### src/rtl/openframe_gpio_ctrl.sv
// Openframe GPIO pad-control engine: shadow/active 12-bit config banks with a staggered apply.
// Optional cfg_lock port and write/apply lock are built only with OPENFRAME_GPIO_LOCK_EN defined.
module openframe_gpio_ctrl #(
  parameter int NUM_PADS      = 44,
  parameter int PADS_PER_STEP = 4,
  parameter int AW            = 6
) (
  input  logic                clk,
  input  logic                resetb,
  input  logic                cfg_valid,
  output logic                cfg_ready,
  input  logic                cfg_we,
  input  logic [AW-1:0]       cfg_addr,
  input  logic [11:0]         cfg_wdata,
  output logic                cfg_rvalid,
  output logic [11:0]         cfg_rdata,
  output logic                cfg_err,
  input  logic                apply_req,
`ifdef OPENFRAME_GPIO_LOCK_EN
  input  logic                cfg_lock,
`endif
  output logic                apply_busy,
  output logic                apply_done,
  input  logic [NUM_PADS-1:0] user_out,
  input  logic [NUM_PADS-1:0] user_oeb,
  output logic [NUM_PADS-1:0] gpio_out,
  output logic [NUM_PADS-1:0] gpio_oeb,
  output logic [NUM_PADS-1:0] gpio_dm2,
  output logic [NUM_PADS-1:0] gpio_dm1,
  output logic [NUM_PADS-1:0] gpio_dm0,
  output logic [NUM_PADS-1:0] gpio_inp_dis,
  output logic [NUM_PADS-1:0] gpio_ib_mode_sel,
  output logic [NUM_PADS-1:0] gpio_vtrip_sel,
  output logic [NUM_PADS-1:0] gpio_slow_sel,
  output logic [NUM_PADS-1:0] gpio_holdover,
  output logic [NUM_PADS-1:0] gpio_analog_en,
  output logic [NUM_PADS-1:0] gpio_analog_sel,
  output logic [NUM_PADS-1:0] gpio_analog_pol
);

  localparam logic [11:0] DEFAULT_WORD = 12'h801;
  localparam int          IW           = $clog2(NUM_PADS + PADS_PER_STEP + 1);

  typedef enum logic [1:0] {IDLE, APPLY, DONE} state_t;

  state_t        state;
  logic [IW-1:0] step;
  logic [11:0]   shadow [NUM_PADS];
  logic [11:0]   active [NUM_PADS];
  logic [11:0]   rd_word;
  logic          locked;
  logic          accept;
  logic          addr_ok;
  logic          do_write;
  logic          start_apply;
  logic          last_step;

  assign cfg_ready   = (state == IDLE);
  assign accept      = cfg_valid && cfg_ready;
  assign addr_ok     = ({1'b0, cfg_addr} < (AW+1)'(NUM_PADS));
  assign do_write    = accept && cfg_we && addr_ok && !locked;
  assign start_apply = (state == IDLE) && apply_req && !locked;
  assign last_step   = (step + IW'(PADS_PER_STEP)) >= IW'(NUM_PADS);

`ifdef OPENFRAME_GPIO_LOCK_EN
  always_ff @(posedge clk or negedge resetb) begin
    if (!resetb)       locked <= 1'b0;
    else if (cfg_lock) locked <= 1'b1;
  end
`else
  assign locked = 1'b0;
`endif

  // NOTE: every variable assigned in always_comb gets a default first, otherwise a latch is inferred.
  always_comb begin
    rd_word = '0;
    for (int p = 0; p < NUM_PADS; p++) begin
      if (cfg_addr == AW'(p)) rd_word = shadow[p];
    end
  end

  // NOTE: sequential state uses non-blocking assignments so every flop samples pre-edge values.
  always_ff @(posedge clk or negedge resetb) begin
    if (!resetb) begin
      state      <= IDLE;
      step       <= '0;
      apply_busy <= 1'b0;
      apply_done <= 1'b0;
    end else begin
      case (state)
        IDLE: begin
          if (start_apply) begin
            state      <= APPLY;
            step       <= '0;
            apply_busy <= 1'b1;
          end
        end
        APPLY: begin
          step <= step + IW'(PADS_PER_STEP);
          if (last_step) begin
            state      <= DONE;
            apply_done <= 1'b1;
          end
        end
        DONE: begin
          state      <= IDLE;
          apply_busy <= 1'b0;
          apply_done <= 1'b0;
        end
        default: begin
          state      <= IDLE;
          apply_busy <= 1'b0;
          apply_done <= 1'b0;
        end
      endcase
    end
  end

  always_ff @(posedge clk or negedge resetb) begin
    if (!resetb) begin
      cfg_rvalid <= 1'b0;
      cfg_rdata  <= '0;
      cfg_err    <= 1'b0;
    end else begin
      cfg_rvalid <= accept && !cfg_we;
      if (accept && !cfg_we) cfg_rdata <= rd_word;
      if (accept && (!addr_ok || (cfg_we && locked))) cfg_err <= 1'b1;
    end
  end

  // NOTE: both banks are reset explicitly; a pad must never power up with an unknown mode.
  always_ff @(posedge clk or negedge resetb) begin
    if (!resetb) begin
      for (int p = 0; p < NUM_PADS; p++) shadow[p] <= DEFAULT_WORD;
    end else begin
      for (int p = 0; p < NUM_PADS; p++) begin
        if (do_write && cfg_addr == AW'(p)) shadow[p] <= cfg_wdata;
      end
    end
  end

  // Each APPLY cycle copies the window [step, step+PADS_PER_STEP); pads past the end do not exist.
  always_ff @(posedge clk or negedge resetb) begin
    if (!resetb) begin
      for (int p = 0; p < NUM_PADS; p++) active[p] <= DEFAULT_WORD;
    end else if (state == APPLY) begin
      for (int p = 0; p < NUM_PADS; p++) begin
        if (IW'(p) >= step && IW'(p) < step + IW'(PADS_PER_STEP)) active[p] <= shadow[p];
      end
    end
  end

  assign gpio_out = user_out;

  for (genvar p = 0; p < NUM_PADS; p++) begin : g_pad
    assign gpio_dm0[p]         = active[p][0];
    assign gpio_dm1[p]         = active[p][1];
    assign gpio_dm2[p]         = active[p][2];
    assign gpio_inp_dis[p]     = active[p][3];
    assign gpio_ib_mode_sel[p] = active[p][4];
    assign gpio_vtrip_sel[p]   = active[p][5];
    assign gpio_slow_sel[p]    = active[p][6];
    assign gpio_holdover[p]    = active[p][7];
    assign gpio_analog_en[p]   = active[p][8];
    assign gpio_analog_sel[p]  = active[p][9];
    assign gpio_analog_pol[p]  = active[p][10];
    assign gpio_oeb[p]         = user_oeb[p] | active[p][11];
  end

endmodule

### config.mk
export PLATFORM = sky130hd
export DESIGN_NAME = openframe_gpio_ctrl
export DESIGN_NICKNAME = d
export VERILOG_FILES = /design/src/rtl/openframe_gpio_ctrl.sv
export SDC_FILE = /design/constraint.sdc
export NUM_CORES = 1
export LEC_CHECK = 0
export BUFFER_PORTS_ARGS = -buffer_cell sky130_fd_sc_hd__buf_2
export CORE_UTILIZATION = 60
export CTS_BUF_LIST = sky130_fd_sc_hd__clkbuf_16
export CTS_CLUSTER_DIAMETER = 60
export DETAILED_ROUTE_END_ITERATION = 10
export MAX_ROUTING_LAYER = met4
export PLACE_DENSITY = 0.88
export RECOVER_POWER = 50
export SLEW_MARGIN = 40
export SYNTH_ARGS = -nofsm -noshare
export SYNTH_HDL_FRONTEND = slang
export SYNTH_SLANG_ARGS = --single-unit
### constraint.sdc
create_clock -name clk -period 6.75 [get_ports clk]
set_input_delay 0.3375 -clock clk [delete_from_list [all_inputs] [get_ports clk]]
set_output_delay 0.3375 -clock clk [all_outputs]
set_load 0.01 [all_outputs]
==> reports/metrics.cfg <==
[run_status]
status = finished, violations left
violations = max-capacitance violations, max-slew violations

[detailed_routing]
wl_per_cell_um = 30.8
viasPerCell = 6.54
ant_nets = 0
dr.first_iter.drc_count = 3751
drc = 0
first_pass_iters = 7
vias = 32600
drt_wl_total_um = 154000

[die]
die_y_um = 291
num_rows = 105
start_util_pct = 60.8
dieArea_mm2 = 0.0845
die_w_um = 291
io_pins = 700
core_mm2 = 0.0822

[final_layout]
fill_cells = 6037
largest_reg_flops = 528
fin_nets = 3922
drive_above_1_share_pct = 43.6
area_delta_synth_final_pct = 6.38
regMostFlops = shadow

[setup_path]
cp-end-kind = async pin
path_max_fanout = 73
reg2reg_slack_ns = 3.18
r2r_end = shadow[364]
cp.arrival_ns = 4.78
setup.worst_path.start_class = input pin
critPathKind = input pin to async pin
r2r_cells = 5
crit_required_ns = 7.53
regToRegStartpoint = state[0]

[synthesis]
synthFlopType = dfrtp_1
yosys-top-cells-count = mux2_2, dfrtp_1, buf_4
ys_warn_count = 0
synth_cells = 3776
synthArstFlopShare_pct = 100
synth_nets = 3893
ys_seq_elements = 1078
synth_edf_count = 0
synth_top_area_cell = dfrtp_1
postSynthAreaPerCell_um2 = 13.2
synth_top_area_share_pct = 45.1
synth-seq-area-share_pct = 54.4
synth.distinct_cells = 92
synth_area_mm2 = 0.0500
synth.most_common_cell = mux2_2
ys_top_cells_by_area = dfrtp_1, mux2_2, dfstp_2

[power]
leakagePower_uw = 0.0256
max-vdd-ir-drop_mv = 0.227
power_uw = 17600
power.density_mw_per_mm2 = 330

[global_routing]
antenna_found_initial = 9
grt-ovfl-total = 0
gr-usage-met2_pct = 57.7
grt.total_usage_pct = 37.1
grt_max_degree = 165
grt_busiest_layer = met2
first_global_vias = 32900
met1_usage_pct = 44.8
met3_usage_pct = 8.92
grt_pass1_wl_um = 223000

[placed_design]
io_buffers = 611
gp_congestion = 1.01
dp_hpwl_um = 107000

[sta]
rsz0062_at_grt = false
worstMarginPinSlew_ns = 3.94
hold_viol_final = 0
setup-tns-final_ns = 0
drv_slew = 58
clock.fmax_ghz = 0.249
finalSetupViolations = 0
skew_ns = 0.0330
post-route-min-period_ns = 4.01
maxSlewHeadroom_pct = -163
fin_crit_sh_pct = 59.4

[min_path]
min_delay_path_depth = 3
min_from = cfg_addr[5]
hp-class = input pin to register
whs_endpoint = cfg_err

[cts]
clock_latency_ns = 0.69
cts_tree = built
numCtsBuffers = 109
clk_pin_slew_worst_paths_ns = 0.06
cts_root_buf = clkbuf_16
cts.sinks = 1078
cts.htree.levels = 3
post-cts-setup-buffers = 0
clock_path_buffers = 3

[job]
cap_violations = 1

[through the flow]
| stage | worst slack, ns | instances | area [µm²] | hold slack, ns | util, % |
|---|---|---|---|---|---|
| 6_report | 2.74 | 4979 | 53200 | 0.303 | 64.7 |
| 5_1_grt | 2.16 | 4978 | 53200 | 0.313 | 64.7 |
| 3_5_place_dp | 2.39 | 4760 | 50200 | 0.327 | 61.0 |
| 2_1_floorplan | 4.27 | 3776 | 50000 | 0.0419 | - |
| 3_3_place_gp | 2.20 | 4752 | 50000 | 0.466 | 60.7 |
| 4_1_cts | 3.09 | 4969 | 53800 | 0.231 | 65.4 |
[per-layer routing]
metal | routed length, µm | part of all wire [%] | up-vias
li1 | - | - | 13000
met1 | 56100 | 37 | 16900
met2 | 73200 | 48 | 2093
met3 | 14900 | 9.7 | 567
met4 | 9460 | 6.2 | 0
met5 | 0 | 0 | -
[report_power, final]
group / internal [µW] / switching [µW] / total (µW)
clock: 3410 / 2630 / 6040
sequential: 7190 / 592 / 7780
combinational: 1520 / 2220 / 3740
[cells by family (layout without fill, tap and decap cells)]
logic type / after synthesis / count (layout) / share of synthesized area (%)
xor+xnor: 4 / 4 / 0.0701
fa+ha+maj: 6 / 6 / 0.150
flops: 1078 / 1078 / 54.4
compound gates: 392 / 392 / 5.38
simple gates: 403 / 403 / 4.33
other cells: 0 / 9 / 0
mux: 1124 / 1124 / 25.5
buf+inv: 769 / 893 / 10.2
[area by class of cell]
class	count	area [µm²]	share of cell area [%]
flip-flops and latches	1078	27200	51.1
multi-input cells	1929	17900	33.7
repair buffers	677	3130	5.89
clock buffers	111	2780	5.22
well taps	1070	1340	2.52
clock inverters	95	764	1.44
inverters	10	37.5	0.0706
diodes	9	22.5	0.0423
[layout by cell type, fill, tap and decap left out, drive strengths merged, types with 49 or more instances in the layout]
cell type,synthesis,final
o21ai,82,82
clkinv,1,49
clkbuf,92,602
a21oi,64,64
dfrtp,902,902
nand2,118,118
dfstp,176,176
nor2,83,83
o22ai,52,52
mux2,1072,1072
buf,667,183
[how the worst max path moves through the flow]
stage / to / start / cells after the start / slack, ns
2_1_floorplan: gpio_analog_en[0] / step[3] / 8 / 4.27
6_report: active[383] / resetb / 5 / 2.74
5_1_grt: active[347] / resetb / 5 / 2.16
4_1_cts: shadow[364] / state[1] / 5 / 3.09
3_5_place_dp: cfg_rdata[5] / cfg_addr[0] / 8 / 2.39
3_3_place_gp: cfg_rdata[5] / cfg_addr[0] / 8 / 2.20
[critical path, stage by stage]
cell and delay [ns]:
dlygate4sd3_1 0.53, clkbuf_1 2.75, buf_12 0.33, buf_16 0.36, buf_16 0.35
[timing repair]
item | 4_1_cts | 5_1_grt
endpoints found under the hold margin | 58 | 0
hold buffers | 3 | 0
resized for setup | 0 | 0
Note: power is estimated with default switching activity, not from simulation.
